--- src/rtl/skin_bbox_overlay.sv ---
// Skin classifier on an HSV pixel stream with per-frame bounding-box tracking
// and an RGB overlay: skin white, background black, previous frame's box red.
module skin_bbox_overlay #(
    parameter logic [7:0]  H_MIN      = 8'd0,
    parameter logic [7:0]  H_MAX      = 8'd25,
    parameter logic [7:0]  S_MIN      = 8'd40,
    parameter logic [7:0]  S_MAX      = 8'd170,
    parameter logic [7:0]  V_MIN      = 8'd60,
    parameter logic [19:0] MIN_PIXELS = 20'd64,
    parameter int          CW         = 11
) (
    input  logic          clk,
    input  logic          rst_n,
    input  logic          ce,
    input  logic          de_in,
    input  logic          hsync_in,
    input  logic          vsync_in,
    input  logic [7:0]    H,
    input  logic [7:0]    S,
    input  logic [7:0]    V,
    output logic          de_out,
    output logic          hsync_out,
    output logic          vsync_out,
    output logic [7:0]    bined,
    output logic [7:0]    r_out,
    output logic [7:0]    g_out,
    output logic [7:0]    b_out,
    output logic [CW-1:0] x_min,
    output logic [CW-1:0] x_max,
    output logic [CW-1:0] y_min,
    output logic [CW-1:0] y_max,
    output logic          box_valid
);

    localparam logic [CW-1:0] C_MAX    = '1;
    localparam logic [19:0]   CNT_MAX  = '1;
    // Window length minus one, modulo 256; covers both plain and wrapping windows.
    localparam logic [7:0]    HUE_SPAN = H_MAX - H_MIN;

    // Input-side edge detectors and position counters
    logic          de_prev;
    logic          vs_prev;
    logic [CW-1:0] x_cnt;
    logic [CW-1:0] y_cnt;

    // Current-frame accumulators
    logic [CW-1:0] acc_xmin;
    logic [CW-1:0] acc_xmax;
    logic [CW-1:0] acc_ymin;
    logic [CW-1:0] acc_ymax;
    logic [19:0]   acc_cnt;
    logic          frame_ok;

    // Pipeline stage 1
    logic          s1_de;
    logic          s1_hs;
    logic          s1_vs;
    logic          s1_skin;
    logic [CW-1:0] s1_x;
    logic [CW-1:0] s1_y;

    logic [7:0]    hue_off;
    logic          hue_ok;
    logic          skin;
    logic          de_fall;
    logic          vs_rise;

    always_comb begin
        hue_off = H - H_MIN;
        hue_ok  = (hue_off <= HUE_SPAN);
        skin    = de_in & hue_ok & (S >= S_MIN) & (S <= S_MAX) & (V >= V_MIN);
        de_fall = de_prev & ~de_in;
        vs_rise = vsync_in & ~vs_prev;
    end

    always_ff @(posedge clk) begin
        if (!rst_n) begin
            de_prev <= 1'b0;
            vs_prev <= 1'b0;
            x_cnt   <= '0;
            y_cnt   <= '0;
        end else if (ce) begin
            // NOTE: sequential state uses non-blocking assignments so every
            // register in this clock domain samples the pre-edge values.
            de_prev <= de_in;
            vs_prev <= vsync_in;
            if (de_in) begin
                if (x_cnt != C_MAX) begin
                    x_cnt <= x_cnt + CW'(1);
                end
            end else if (de_fall) begin
                x_cnt <= '0;
            end
            if (vs_rise) begin
                y_cnt <= '0;
            end else if (de_fall && (y_cnt != C_MAX)) begin
                y_cnt <= y_cnt + CW'(1);
            end
        end
    end

    // A skin pixel coinciding with the vsync edge is dropped; the edge wins.
    always_ff @(posedge clk) begin
        if (!rst_n) begin
            acc_xmin  <= '1;
            acc_xmax  <= '0;
            acc_ymin  <= '1;
            acc_ymax  <= '0;
            acc_cnt   <= '0;
            frame_ok  <= 1'b0;
            x_min     <= '0;
            x_max     <= '0;
            y_min     <= '0;
            y_max     <= '0;
            box_valid <= 1'b0;
        end else if (ce) begin
            if (vs_rise) begin
                x_min     <= acc_xmin;
                x_max     <= acc_xmax;
                y_min     <= acc_ymin;
                y_max     <= acc_ymax;
                box_valid <= frame_ok & (acc_cnt >= MIN_PIXELS);
                acc_xmin  <= '1;
                acc_xmax  <= '0;
                acc_ymin  <= '1;
                acc_ymax  <= '0;
                acc_cnt   <= '0;
                frame_ok  <= 1'b1;
            end else if (skin) begin
                if (x_cnt < acc_xmin) acc_xmin <= x_cnt;
                if (x_cnt > acc_xmax) acc_xmax <= x_cnt;
                if (y_cnt < acc_ymin) acc_ymin <= y_cnt;
                if (y_cnt > acc_ymax) acc_ymax <= y_cnt;
                if (acc_cnt != CNT_MAX) begin
                    acc_cnt <= acc_cnt + 20'd1;
                end
            end
        end
    end

    always_ff @(posedge clk) begin
        if (!rst_n) begin
            s1_de   <= 1'b0;
            s1_hs   <= 1'b0;
            s1_vs   <= 1'b0;
            s1_skin <= 1'b0;
            s1_x    <= '0;
            s1_y    <= '0;
        end else if (ce) begin
            s1_de   <= de_in;
            s1_hs   <= hsync_in;
            s1_vs   <= vsync_in;
            s1_skin <= skin;
            s1_x    <= x_cnt;
            s1_y    <= y_cnt;
        end
    end

    logic        col_hit;
    logic        row_hit;
    logic        on_edge;
    logic [23:0] rgb_nxt;

    always_comb begin
        // NOTE: every output of this block gets a default before any branch,
        // so no path leaves it unassigned and no latch is inferred.
        rgb_nxt = 24'h000000;
        col_hit = ((s1_x == x_min) || (s1_x == x_max)) && (s1_y >= y_min) && (s1_y <= y_max);
        row_hit = ((s1_y == y_min) || (s1_y == y_max)) && (s1_x >= x_min) && (s1_x <= x_max);
        on_edge = box_valid & s1_de & (col_hit | row_hit);
        if (on_edge) begin
            rgb_nxt = 24'hFF0000;
        end else if (s1_skin) begin
            rgb_nxt = 24'hFFFFFF;
        end
    end

    always_ff @(posedge clk) begin
        if (!rst_n) begin
            de_out    <= 1'b0;
            hsync_out <= 1'b0;
            vsync_out <= 1'b0;
            bined     <= 8'h00;
            r_out     <= 8'h00;
            g_out     <= 8'h00;
            b_out     <= 8'h00;
        end else if (ce) begin
            de_out    <= s1_de;
            hsync_out <= s1_hs;
            vsync_out <= s1_vs;
            bined     <= s1_skin ? 8'hFF : 8'h00;
            {r_out, g_out, b_out} <= rgb_nxt;
        end
    end

endmodule

--- config.mk ---
export PLATFORM = sky130hd
export DESIGN_NAME = skin_bbox_overlay
export DESIGN_NICKNAME = d
export VERILOG_FILES = /design/src/rtl/skin_bbox_overlay.sv
export SDC_FILE = /design/constraint.sdc
export NUM_CORES = 1
export LEC_CHECK = 0
export CORE_MARGIN = 2
export CORE_UTILIZATION = 57
export CTS_BUF_LIST = sky130_fd_sc_hd__clkbuf_4 sky130_fd_sc_hd__clkbuf_8 sky130_fd_sc_hd__clkbuf_16
export DETAILED_ROUTE_END_ITERATION = 8
export GPL_TIMING_DRIVEN = 0
export HOLD_SLACK_MARGIN = 0.05
export PLACE_DENSITY_LB_ADDON = 0.3
export RECOVER_POWER = 25
export SYNTH_ARGS = -nofsm -noshare
export SYNTH_HDL_FRONTEND = slang
export SYNTH_SLANG_ARGS = --single-unit
export TNS_END_PERCENT = 30
--- constraint.sdc ---
create_clock -name clk -period 2.3 [get_ports clk]
set_input_delay 0.46 -clock clk [delete_from_list [all_inputs] [get_ports clk]]
set_output_delay 0.46 -clock clk [all_outputs]
set_load 0.02 [all_outputs]
==> impl_summary.txt <==
----------------------------------------------------
[Detailed routing]
  Detailed-route wire length ... 24950 um
  Number of vias per cell after detailed routing ... around 5.7
  Vias after detailed routing ... around 8500
  Detail Route Antenna Nets ... 0
  Wire length per cell after detailed routing ... 16.75 um
  Post-route DRC ... 0
  Number of design-rule violations left by the first detailed-router iteration ... about 630
  Pre-antenna DRT Iters ... 6

[Floorplanning]
  Number of top-level pins ... 110
  Effective utilization at floorplan ... 57.94%
  Full die area ... between 15000 and 20000 sq um
  Number of rows created at floorplan ... 46
  Standard cell core area ... around 16000 sq um
  Vert. Die Dim ... 130.8 um
  Width of the die ... about 130 um

[Setup path]
  Category of the worst setup path capture point ... flop
  Arrival @ worst endpoint ... approximately 2.6 ns
  Depth of the worst register-to-register path ... 8
  Crit Path Max Fanout ... 3
  Critical setup path kind ... flop to flop
  Worst path required time ... approximately 2.6 ns
  Launching element type of the critical path ... flop

[Pwr]
  LEAKAGE ... 5.035 nW
  Worst supply voltage drop on vdd ... between 0.0006 and 0.0007 V
  Power density relative to cell area ... 591.2 nW/um^2

[Placement]
  Post-place setup slack ... -0.6786 ns
  Placer congestion estimate ... ~0.93
  Detailed placer's ending HPWL ... between 15000 and 20000 um
  Port Buffer Count ... around 100

[Timing]
  Clock period minus final worst setup slack ... between 2 and 2.5 ns
  Final clock skew ... 0.008331 ns
  Worst Tran Pin Value ... approximately 0.8 ns
  Minimum setup slack in the final design ... ~0.0023 ns
  Tcrit/Tclk final ... between 90% and 100%
  RSZ-0062 raised after global routing ... true
  Maximum operating frequency ... 435.2 MHz
  Final number of hold-violating endpoints ... 0
  Number of pins exceeding their max-slew limit in the final report ... 0
  Rel. slew slack ... 46.67%
  Final setup vio count ... 0

[Hold path]
  Hold Path Class ... input port to flop
  Worst hold path cell count ... 3

[Layout]
  Utilization after layout ... between 70% and 80%
  Proportion of layout cells with a drive suffix above 1 ... between 9 and 10%
  # diodes ... 0
  Fin nets ... 1380
  Area added between synthesis and finish ... 23.42%

[Run status]
  Status ... completed

[Logic synthesis]
  Post-synthesis instance area ... 9171 sq um
  Fraction of synthesized cell area taken by the top area cell type ... approximately 36%
  Top flip-flop cell by instance count after synthesis ... dfxtp_1
  Count of flip-flops with a built-in enable after synthesis ... 0
  Mean instance size in the synthesized netlist ... between 8 and 9 sq um
  Count of state elements after synthesis ... roughly 160
  Fraction of synthesis flops using an asynchronous set or reset pin ... 0%
  Synth area leaders ... dfxtp_1 36%, ha_1 12%, nand2_1 7.9%, mux2i_1 7.7%, nor2_1 5.4%
  Synth warn ... 0
  Distinct cell type count after synthesis ... 68
  Sequential-to-total area share from yosys stat ... a little over a third
  Net count after synthesis ... 1255
  Gate Count Post-Synth ... 1135
  Top cell type by total area after synthesis ... dfxtp_1

[Global routing]
  GR Overflow Total ... 0
  GR Util All Layers ... between 20% and 30%
  Antenna violations before repair ... 0
  Largest net degree at the start of global routing ... 18
  Wire length of the first global-routing pass ... roughly 40000 um
  Via count of the first global-routing pass ... 7927

[Clock network]
  Clock-pin transition on the worst setup and hold timing paths ... 0.06 ns
  Clock tree from TritonCTS ... yes
  Latest clock arrival within the worst-skew pair ... 0.44 ns
  H-tree depth reported by CTS ... 4
  Maximum buffer depth of the clock tree ... 2
  # clock sinks ... roughly 160
  Number of buffers added by the clock tree synthesis step ... 17
  Clock root buffer ... clkbuf_16

[Run]
  Max-cap violations ... 0

----------------------------------------------------
[repair_timing]
| item | CTS | global route |
|---|---|---|
| pin swaps | 2 | 5 |
| gates cloned | 0 | 0 |
| endpoints found under the setup margin | 100 | 103 |
| hold buffers | 0 | 0 |
| buffers inserted | 0 | 2 |
| gates resized for setup | 17 | 40 |
| hold endpoints to repair | 0 | 0 |
[registers in the layout, summed over array words and instances (netlist names), 11 cells and up]
name,cells
acc_cnt,20
acc_xmax,11
acc_xmin,11
acc_ymax,11
acc_ymin,11
s1_x,11
s1_y,11
x_cnt,11
x_max,11
x_min,11
y_cnt,11
y_max,11
y_min,11
[final timing paths]
check              to  slack, ns  startpoint
min           s1_x[3]       0.40          ce
max          g_out[6]      0.002    y_max[7]
max reg2reg  g_out[6]      0.002    y_max[7]
min reg2reg  x_min[2]       0.47    x_min[2]
[layout make-up]
class | instances | area [sq um]
repair buffers | 106 | 1061
clock buffers | 20 | 460.4
plain buffers | 76 | 457.9
well taps | 216 | 270.3
multi-input cells | 797 | 5201
fillers | 1189 | 4508
inverters | 98 | 367.9
flip-flops and latches | 164 | 3298
clock inverters | 12 | 202.7
[power by group]
group          leakage, nW  switching [mW]  total (mW)  internal [mW]
combinational         3.40           0.358       0.577          0.219
sequential            1.33          0.0377        2.92           2.88
clock                0.300            1.20        3.20           1.99
[Yosys cell counts (3+ instances only)]
library cell / count
a211oi_1: 3
a31oi_1: 7
nor2b_1: 13
a221oi_1: 3
xor2_1: 10
nand4b_1: 3
o311ai_1: 5
buf_2: 9
nand2_1: 193
mux2i_1: 71
and3_1: 8
nand4_1: 23
ha_1: 90
inv_1: 97
o21ai_1: 5
clkbuf_1: 29
o21a_1: 3
nand3_1: 25
nor2_1: 132
dfxtp_1: 164
buf_1: 6
nand3b_1: 4
a211o_1: 3
a21oi_1: 87
xnor2_1: 3
o21ai_0: 22
nor3_1: 7
or3_1: 4
o211ai_1: 3
and4_1: 5
buf_4: 31
nand2b_1: 5
nor4_1: 12
a22oi_1: 3
a21o_1: 3
[worst max-delay path: stages, from the launching register on]
cell	delay, ns
dfxtp_1	0.39
inv_1	0.08
ha_1	0.33
nand4_1	0.16
a211oi_1	0.10
a2111o_1	0.45
a2111oi_4	0.41
a311o_1	0.18
a21oi_1	0.06
[cell usage in the layout, fill, tap and decap left out, types with 6 or more instances in the layout]
cell type	netlist	layout
and3_1	8	8
mux2i_1	71	71
nand4_1	23	23
clkbuf_1	29	19
buf_2	9	6
inv_1	97	97
buf_4	31	32
clkbuf_2	0	12
nor3_1	7	6
o21ai_1	5	6
ha_1	90	90
clkbuf_16	0	17
dfxtp_1	164	152
nand2_1	193	192
a21oi_1	87	86
o21ai_0	22	21
dlygate4sd3_1	0	22
xor2_1	10	10
a31oi_1	7	6
clkdlybuf4s50_1	0	80
nor2_1	132	131
nor2b_1	13	13
nand3_1	25	25
dfxtp_2	0	12
clkinvlp_4	0	7
nor4_1	12	11
[metal layers]
metal | GRT usage (%) | part of all wire [%] | up-vias
met5 | 0 | 0 | -
met4 | 12.39 | 3.5 | 0
met3 | 5.904 | 8.1 | 63
met2 | 48.96 | 46 | 392
met1 | 38.40 | 42 | 3938
li1 | - | - | 4105
[stage by stage]
stage	cell area [sq um]	cells	hold slack (ns)	total power [mW]	TNS, ns
2_1_floorplan	9171	1135	0.4399	3.300	0
3_3_place_gp	10480	1455	0.4503	3.524	-56.81
3_5_place_dp	10480	1455	0.4627	3.534	-59.32
4_1_cts	11200	1487	0.3933	6.671	-0.01175
5_1_grt	11320	1489	0.4088	6.852	-0.04611
6_report	11320	1489	0.3983	6.693	0
[logic make-up (layout without fill, tap and decap cells)]
group           count (synthesis)  count (layout)  synth area share [%]
compound gates                176             176                 12.31
flops                         164             164                 35.80
mux                            71              71                 7.749
fa+ha+maj                      90              90                 12.28
xor+xnor                       13              13                 1.241
buf+inv                       174             312                 8.595
simple gates                  447             447                 22.03
No activity file was read; power rests on OpenSTA's default activity.
